===== src/rtl/uart_pkg.sv =====
// Shared UART definitions: divisor helper, minimum divisor, FSM states.
package uart_pkg;

  // Smallest legal divisor; keeps the mid-bit and end-of-bit strobes apart.
  localparam int MIN_DIV = 3;

  typedef enum logic {
    IDLE = 1'b0,
    RUN  = 1'b1
  } state_e;

  // Bit period in clocks minus one for a given clock and baud rate.
  function automatic int default_div(input int clk_hz, input int baud);
    return (clk_hz / baud) - 1;
  endfunction

endpackage


===== src/rtl/uart_ovs_cnt.sv =====
// Oversample counter: free-runs while enabled with period ovs_q_i+1 and is
// re-aligned at every bit boundary so the oversample phase never drifts.
module uart_ovs_cnt #(
  parameter int CNT_W = 16
) (
  input  logic             clk,
  input  logic             rst_n,
  input  logic             en_i,
  input  logic             clr_i,
  input  logic [CNT_W-1:0] ovs_q_i,
  output logic             tick_o
);

  logic [CNT_W-1:0] ocnt_q;
  logic             wrap;

  assign wrap   = (ocnt_q == ovs_q_i);
  assign tick_o = en_i && wrap;

  // Count while running; clear when idle, at bit_end and on wrap.
  always_ff @(posedge clk or negedge rst_n) begin
    if (!rst_n)                     ocnt_q <= '0;
    else if (!en_i || clr_i || wrap) ocnt_q <= '0;
    else                            ocnt_q <= ocnt_q + 1'b1;
  end

endmodule


===== src/rtl/uart_bps_gen.sv =====
// Baud-rate generator for the UART TX/RX shift paths. Produces mid-bit and
// end-of-bit strobes, the bit index and a frame-complete strobe. Divisor
// changes requested while running are held until the frame boundary.
// Optional oversample tick enabled by defining UART_BPS_OVS_EN.
module uart_bps_gen
  import uart_pkg::*;
#(
  parameter int CLK_HZ     = 50000000,
  parameter int BAUD_DEF   = 9600,
  parameter int CNT_W      = 16,
  parameter int FRAME_BITS = 10,
  parameter int OVS        = 16
) (
  input  logic                          clk,
  input  logic                          rst_n,
  input  logic                          run,
  input  logic                          div_load,
  input  logic [CNT_W-1:0]              div_val,
  output logic                          bps_sig,
  output logic                          bit_end,
  output logic [$clog2(FRAME_BITS)-1:0] bit_idx,
  output logic                          frame_done,
  output logic                          busy,
  output logic                          ovs_tick
);

  localparam int               IDX_W     = $clog2(FRAME_BITS);
  localparam int               DIV_RST_I = default_div(CLK_HZ, BAUD_DEF);
  localparam logic [CNT_W-1:0] DIV_RST   = CNT_W'(DIV_RST_I);
  localparam logic [CNT_W-1:0] HALF_RST  = CNT_W'((DIV_RST_I + 1) / 2);
  localparam logic [CNT_W-1:0] DIV_MIN   = CNT_W'(MIN_DIV);
  localparam logic [IDX_W-1:0] LAST_IDX  = IDX_W'(FRAME_BITS - 1);

  state_e           state_q;
  logic [CNT_W-1:0] cnt_q;
  logic [IDX_W-1:0] bit_idx_q;
  logic [CNT_W-1:0] div_q, div_d;
  logic [CNT_W-1:0] half_q, half_d;
  logic [CNT_W-1:0] pend_div_q, pend_div_d;
  logic             pend_q, pend_d;
  logic [CNT_W-1:0] div_clamped;
  logic [CNT_W:0]   div_p1_d;
  logic             wrap;
  logic             boundary;

  // Strobes decode registered state only, so no input reaches an output.
  assign wrap       = (cnt_q == div_q);
  assign busy       = (state_q == RUN);
  assign bps_sig    = busy && (cnt_q == half_q);
  assign bit_end    = busy && wrap;
  assign frame_done = bit_end && (bit_idx_q == LAST_IDX);
  assign bit_idx    = bit_idx_q;

  assign div_clamped = (div_val < DIV_MIN) ? DIV_MIN : div_val;
  // Edges where a new divisor may take effect without disturbing a frame.
  assign boundary    = busy && (frame_done || !run);

  // Divisor bookkeeping: apply directly when idle or at a boundary, else defer.
  always_comb begin
    div_d      = div_q;
    pend_d     = pend_q;
    pend_div_d = pend_div_q;
    if (!busy || boundary) begin
      if (div_load) begin
        div_d  = div_clamped;
        pend_d = 1'b0;
      end else if (pend_q) begin
        div_d  = pend_div_q;
        pend_d = 1'b0;
      end
    end else if (div_load) begin
      pend_div_d = div_clamped;
      pend_d     = 1'b1;
    end
    div_p1_d = {1'b0, div_d} + {{CNT_W{1'b0}}, 1'b1};
    half_d   = div_p1_d[CNT_W:1];
  end

  // Divisor, half-period and pending-request registers.
  always_ff @(posedge clk or negedge rst_n) begin
    if (!rst_n) begin
      div_q      <= DIV_RST;
      half_q     <= HALF_RST;
      pend_div_q <= '0;
      pend_q     <= 1'b0;
    end else begin
      div_q      <= div_d;
      half_q     <= half_d;
      pend_div_q <= pend_div_d;
      pend_q     <= pend_d;
    end
  end

  // Bit-timing FSM: count clocks per bit and bits per frame.
  always_ff @(posedge clk or negedge rst_n) begin
    if (!rst_n) begin
      state_q   <= IDLE;
      cnt_q     <= '0;
      bit_idx_q <= '0;
    end else begin
      case (state_q)
        IDLE: begin
          if (run) begin
            state_q   <= RUN;
            cnt_q     <= '0;
            bit_idx_q <= '0;
          end
        end
        RUN: begin
          if (!run) begin
            // Abort or end of the last frame: clear everything.
            state_q   <= IDLE;
            cnt_q     <= '0;
            bit_idx_q <= '0;
          end else if (wrap) begin
            cnt_q     <= '0;
            bit_idx_q <= (bit_idx_q == LAST_IDX) ? '0 : bit_idx_q + 1'b1;
          end else begin
            cnt_q <= cnt_q + 1'b1;
          end
        end
        default: state_q <= IDLE;
      endcase
    end
  end

`ifdef UART_BPS_OVS_EN
  localparam logic [CNT_W:0] OVS_W = (CNT_W + 1)'(OVS);

  logic [CNT_W:0]   div_p1_q;
  logic [CNT_W:0]   ovs_div;
  logic [CNT_W:0]   ovs_m1;
  logic [CNT_W-1:0] ovs_q;

  // Oversample period from the active divisor, floored at one clock.
  assign div_p1_q = {1'b0, div_q} + {{CNT_W{1'b0}}, 1'b1};
  assign ovs_div  = div_p1_q / OVS_W;
  assign ovs_m1   = ovs_div - {{CNT_W{1'b0}}, 1'b1};
  assign ovs_q    = (ovs_div == '0) ? '0 : ovs_m1[CNT_W-1:0];

  uart_ovs_cnt #(.CNT_W(CNT_W)) u_ovs (
    .clk     (clk),
    .rst_n   (rst_n),
    .en_i    (busy),
    .clr_i   (bit_end),
    .ovs_q_i (ovs_q),
    .tick_o  (ovs_tick)
  );
`else
  assign ovs_tick = 1'b0;
`endif

endmodule

===== config.mk =====
export PLATFORM = sky130hd
export DESIGN_NAME = uart_bps_gen
export DESIGN_NICKNAME = d
export VERILOG_FILES = /design/src/rtl/uart_pkg.sv /design/src/rtl/uart_ovs_cnt.sv /design/src/rtl/uart_bps_gen.sv
export SDC_FILE = /design/constraint.sdc
export NUM_CORES = 1
export LEC_CHECK = 0
export ABC_AREA = 1
export BUFFER_PORTS_ARGS = -buffer_cell sky130_fd_sc_hd__buf_2
export CORE_ASPECT_RATIO = 0.75
export CORE_MARGIN = 8
export CORE_UTILIZATION = 60
export CTS_CLUSTER_DIAMETER = 200
export DETAILED_ROUTE_END_ITERATION = 10
export HOLD_SLACK_MARGIN = 0.02
export PLACE_DENSITY_LB_ADDON = 0.2
export SLEW_MARGIN = 20
export SYNTH_ARGS = -nofsm -noshare
export SYNTH_HDL_FRONTEND = slang
export SYNTH_HIERARCHICAL = 1
export SYNTH_SLANG_ARGS = --single-unit

===== constraint.sdc =====
create_clock -name clk -period 3.2 [get_ports clk]
set_clock_uncertainty 0.2 [all_clocks]
set_input_delay 0.16 -clock clk [delete_from_list [all_inputs] [get_ports clk]]
set_output_delay 0.16 -clock clk [all_outputs]
set_load 0.05 [all_outputs]

== Word level (Yosys, flattened, before mapping) ==
Index checks and enable logic that the tools add are counted.

* Add/sub/neg operators: 3
* Magnitude comparators: 1
* Eq/ne operators: 5
* Multiplexer cells: 16
* Bitwise operators: 2
* Reductions and logical operators: 11

{| class="wikitable"
|+ Operators by type and width
! kind !! number
|-
| $mux W16 || 7
|-
| $eq A16 B16 Y1 || 2
|-
| $pmux W16 S2 || 1
|-
| $add A16 B1 Y17 const B || 1
|-
| $add A16 B1 Y16 const B || 1
|-
| $lt A16 B2 Y1 const B || 1
|-
| $mux W4 || 4
|-
| $pmux W4 S2 || 1
|-
| $add A4 B1 Y4 const B || 1
|-
| $eq A4 B4 Y1 const B || 1
|-
| $logic_and A1 B1 Y1 || 4
|-
| $reduce_and A2 Y1 || 2
|-
| $mux W1 || 3
|-
| $ne A3 B2 Y1 const B || 1
|-
| $logic_not A1 Y1 || 2
|-
| $logic_or A1 B1 Y1 || 2
|-
| $ne A2 B2 Y1 const B || 1
|-
| $not A1 Y1 || 2
|-
| $reduce_bool A2 Y1 || 1
|}

* Register bits: 70
* Input bits: 20
* Word-level logic and storage cells: 45

== Longest topological paths before layout ==
* Depth after elaboration: 8
* Gate-level depth with buffers: 19
* Gate-level depth less buffers: 18

== Worst setup path before layout ==
Ideal clock, no wire load.

* Path kind: register to output
* Start point: reg cnt_q[7]
* End point: out bps_sig
* Arrival time: 2538 ps
* Required time: 2840 ps
* Path slack: 302 ps
* Cell stages (with the launch flop): 5
* Path buffers: 0
* Cells stage by stage: dfrtp_1 inv_1 o21ai_0 or4_1 nor4_1

* Cells in the longest elaborated chain, start to end: 2

{| class="wikitable"
|+ Ends and longest elaborated chain
! element !! line !! text
|-
| from (decl) || uart_bps_gen.sv:35 || <nowiki>logic [CNT_W-1:0] cnt_q;</nowiki>
|-
| from (signal assigned) || uart_bps_gen.sv:119 || <nowiki>cnt_q <= cnt_q + 1'b1;</nowiki>
|-
| $eq A16 B16 Y1 || uart_bps_gen.sv:49 || <nowiki>assign bps_sig = busy && (cnt_q == half_q);</nowiki>
|-
| $logic_and A1 B1 Y1 || uart_bps_gen.sv:49 ||
|-
| to (decl) || uart_bps_gen.sv:19 || <nowiki>output logic bps_sig,</nowiki>
|}

No other way between the ends.

== Worst setup path after layout ==
* Start point: reg div_q[10]
* End point: reg half_q[9]

* Cells in the longest elaborated chain, start to end: 8
* Elaborated cells between the ends (all ways): 10

{| class="wikitable"
|+ Ends and longest elaborated chain
! element !! line !! text
|-
| from (decl) || uart_bps_gen.sv:37 || <nowiki>logic [CNT_W-1:0] div_q, div_d;</nowiki>
|-
| from (signal assigned) || uart_bps_gen.sv:87 || <nowiki>div_q <= div_d;</nowiki>
|-
| $eq A16 B16 Y1 || uart_bps_gen.sv:47 || <nowiki>assign wrap = (cnt_q == div_q);</nowiki>
|-
| $logic_and A1 B1 Y1 || uart_bps_gen.sv:50 || <nowiki>assign bit_end = busy && wrap;</nowiki>
|-
| $logic_and A1 B1 Y1 || uart_bps_gen.sv:51 || <nowiki>assign frame_done = bit_end && (bit_idx_q == LAST_IDX);</nowiki>
|-
| $logic_or A1 B1 Y1 || uart_bps_gen.sv:56 || <nowiki>assign boundary = busy && (frame_done || !run);</nowiki>
|-
| $logic_and A1 B1 Y1 || uart_bps_gen.sv:56 ||
|-
| $logic_or A1 B1 Y1 || uart_bps_gen.sv:63 || <nowiki>if (!busy || boundary) begin</nowiki>
|-
| $mux W16 || uart_bps_gen.sv:63 ||
|-
| named net div_d[0] || uart_bps_gen.sv:37 ||
|-
| $add A16 B1 Y17 || uart_bps_gen.sv:75 || <nowiki>div_p1_d = {1'b0, div_d} + {{CNT_W{1'b0}}, 1'b1};</nowiki>
|-
| named net div_p1_d[10] || uart_bps_gen.sv:42 || <nowiki>logic [CNT_W:0] div_p1_d;</nowiki>
|-
| to (signal assigned) || uart_bps_gen.sv:88 || <nowiki>half_q <= half_d;</nowiki>
|-
| to (decl) || uart_bps_gen.sv:38 || <nowiki>logic [CNT_W-1:0] half_q, half_d;</nowiki>
|}

The timed path passes the listed nets, and every way through them passes these cells.
A chain may end at the register's enable or synchronous reset.

==> results.tsv <==
metric	value	unit
clock slew at the register clock pins of the worst setup and hold paths	0.07	ns
via count of the first global-routing pass	3961	
Worst Path Required	3.27	ns
Worst Max-Slew Pin Slew	0.842	ns
Post-synth EDFFs	0	
most area-hungry cell type in the Yosys netlist	dfrtp_1	
Antenna Cells	0	
type of destination of the critical path	flip-flop	
type of the setup path with the least slack	reg2reg	
max-capacitance violation count	0	
final-report hold violation count	0	
sum of routed wire length over all layers	11500	microns
Vias/cell	5.63	
routed length per instance	16.0	microns
outcome	complete, no violations	
residual overflow from global routing	0	
slowest cell delay on critical path	0.56	ns
Final Setup Violations	0	
shortest clock period the worst path allows after layout	2.94	ns
root buffer selected by CTS	clkbuf_8	
Synth Flop Type	dfrtp_1	
Post-Syn Area per Cell	7.18	sq um
Area Growth Syn to Fin	13.9	%
Mapped Nets	614	
Worst VDD drop	315	uV
effective utilization at floorplan	0.620	
number of sinks on the clock net	70	
quantity of I/O buffers inserted on ports	27	
worst skew pair latency	0.36	ns
highest clock frequency the design can meet	340	MHz
Slew Limit Fails	0	
normalized max-slew margin	0.439	
Die Outline Area	10000	sq um
Boundary Pins	29	
CORE AREA	6830	sq um
flip-flop and latch area	1770	sq um
Resized cells post-CTS	0	
asr flop ratio synth	1.00	
Setup Total Neg Slack	0	ns
setup repair after global routing missed its margin	false	
Pwr Density	507	nW/um^2
Synth warnings	6	
crit path DAT	3.01	ns
clock tree from TritonCTS	built	
All-Layer GR Usage	0.246	
final cell count without fillers	722	
maximum number of pins on one net before global-route repair	38	
Tcrit/Tclk final	0.919	
Rows	26	
CTS buffer count	9	
flip-flop and latch count after synthesis	70	
library cell contributing the largest single delay on the critical path	dfstp_2	
largest buffer count on any clock path	2	
Worst Path Buf+Inv	1	
vias post-DR	4067	
worst-path fanout max	25	
fill cell instance count of the final layout	595	
Yosys top cell area share	0.343	
Chip Width	113	microns
net count of the finished layout	657	
most frequent cell after synthesis	nand2_1	
synth cell count leaders	200 x nand2_1, 65 x inv_1, 58 x dfrtp_1, 53 x o21ai_0, 41 x nor2_1	
number of antenna violations at the first check in global routing	0	
count of distinct cell types in the synthesized netlist	38	
placed wire-length estimate after detailed placement	8450	microns
DRC errors left	0	
top post-synthesis cells by area	dfrtp_1 34%, nand2_1 18%, dfstp_2 7.4%, o21ai_0 6.3%, inv_1 5.8%	
count of antenna-violating nets left after detailed routing	0	
Max H-tree Level	3	
Detailed Route Iter0 Violations	326	
sequential share of the synthesized area	0.417	
cell repeated most along the worst path	nand2_1	
critical path launch point type	flip-flop	
post-synthesis cell area	4230	sq um
wire length of the first global-routing pass	19200	microns
die span in y	88.8	microns
Top delay family on crit path	simple AND/OR/NAND/NOR gates	
Pwr Total	2.45	mW
fraction of layout cells with a size suffix above 1	0.136	
total instance count after detailed placement	688	
class of the most critical hold timing path	in2reg	
multi-input logic area	2100	sq um
static leakage power	2.36	nW
GP Congestion	0.932	
cell count after synthesis	590	
first-pass iteration count of the detailed router	5	
critical path, cell by cell	inv_1, nand2_1, nand2_1, nor2_1, nand2_1, nor2_1, nand2_2, nand2_4, nand2_4, nand2_1, nand2_1, ha_1, nand2_1, nor2_2, nand2_1, nor2_1, nor2_1	
[routing by layer]
| layer | vias up | wire, microns | track usage |
|---|---|---|---|
| li1 | 1978 | - | - |
| met1 | 1884 | 5050 | 0.305 |
| met2 | 165 | 5270 | 0.403 |
| met3 | 40 | 843 | 0.0668 |
| met4 | 0 | 362 | 0.0988 |
| met5 | - | 0 | 0 |
[sequential cells by signal (all words and copies together), names as in the netlist]
signal      cells
busy            1
div_q          16
half_q         16
pend_div_q     16
bit_idx         4
pend_q          1
cnt_q          16
[area by class of cell]
class	instances	area share
inverter	70	0.0545
multi-input combinational	432	0.436
sequential	70	0.366
tap	84	0.0218
clock buffer	11	0.0293
timing repair buffer	50	0.0757
clock inverter	5	0.0169
[worst register-to-register path: stages (launching register included)]
cell	delay (ns)
dfstp_2	0.56
inv_1	0.07
nand2_1	0.06
nand2_1	0.05
nor2_1	0.11
nand2_1	0.10
nor2_1	0.14
nand2_2	0.09
nand2_4	0.22
nand2_4	0.24
nand2_1	0.13
nand2_1	0.11
ha_1	0.25
nand2_1	0.13
nor2_2	0.10
nand2_1	0.07
nor2_1	0.04
nor2_1	0.19
[worst paths after layout]
kind / startpoint / end / slack [ns] / cells past startpoint
worst max-delay path: div_q[10] / half_q[9] / 0.26 / 17
worst min-delay path: div_load / div_q[1] / 0.15 / 5
worst max register to register: div_q[10] / half_q[9] / 0.26 / 17
worst min register to register: pend_div_q[11] / pend_div_q[11] / 0.28 / 2
max in group asynchronous: rst_n / div_q[4] / 1.80 / 3
min in group asynchronous: rst_n / pend_div_q[11] / 0.24 / 2
[repair_timing]
item                      in CTS  in global routing
hold endpoints to repair      50                  0
buffers inserted               0                  0
hold buffers                  18                  0
[report_power, final]
| group | total (mW) | internal (mW) | switching, mW |
|---|---|---|---|
| registers | 1.09 | 1.01 | 0.0826 |
| logic | 0.534 | 0.179 | 0.354 |
| clock network | 0.819 | 0.462 | 0.357 |
[metrics by stage]
step	cell area (sq um)	hold WS [ns]	setup WS, ns	util
after floorplan	4230	-0.336	0.302	-
after global placement	4420	0.0973	0.380	0.647
after detailed placement	4420	0.105	0.335	0.647
after CTS	4820	0.144	0.300	0.706
after global routing	4820	0.181	0.0369	0.706
final	4820	0.154	0.259	0.706
[layout by cell type, fill, tap and decap left out, types with 2 or more instances in the layout]
cell	synthesis	layout
nand2_2	10	10
o31ai_1	2	2
a221oi_1	2	2
nand3_1	33	33
ha_1	4	4
dfrtp_1	58	58
nand4_1	6	6
o21ai_0	53	53
a21oi_1	9	9
clkbuf_8	0	10
inv_1	65	65
nand2_1	200	200
nand2_4	2	2
nor2_2	5	5
nor3b_1	2	2
buf_2	5	27
a31oi_1	2	2
bufinv_16	0	2
buf_4	2	4
o22ai_1	9	9
nor3_2	2	2
xor2_1	11	11
dfstp_2	12	12
dlygate4sd3_1	0	18
o211ai_1	6	6
nand3b_1	9	9
nor2_1	41	41
inv_2	5	5
nor3_1	9	9
xnor2_1	4	4
nor2_4	3	3
[cells by family (layout without fill, tap and decap cells)]
family                     count (synthesis)  count (layout)  synth area share
xor gates and xnor gates                  15              15            0.0310
adders and majority gates                  4               4            0.0118
DFF                                       70              70             0.417
and+or+nand+nor                          325             325             0.337
other                                      1               1          0.000886
AOI/OAI and AO/OA                         87              87             0.115
buffers and inverters                     88             136            0.0866
Note: power is estimated with default switching activity, not from simulation.
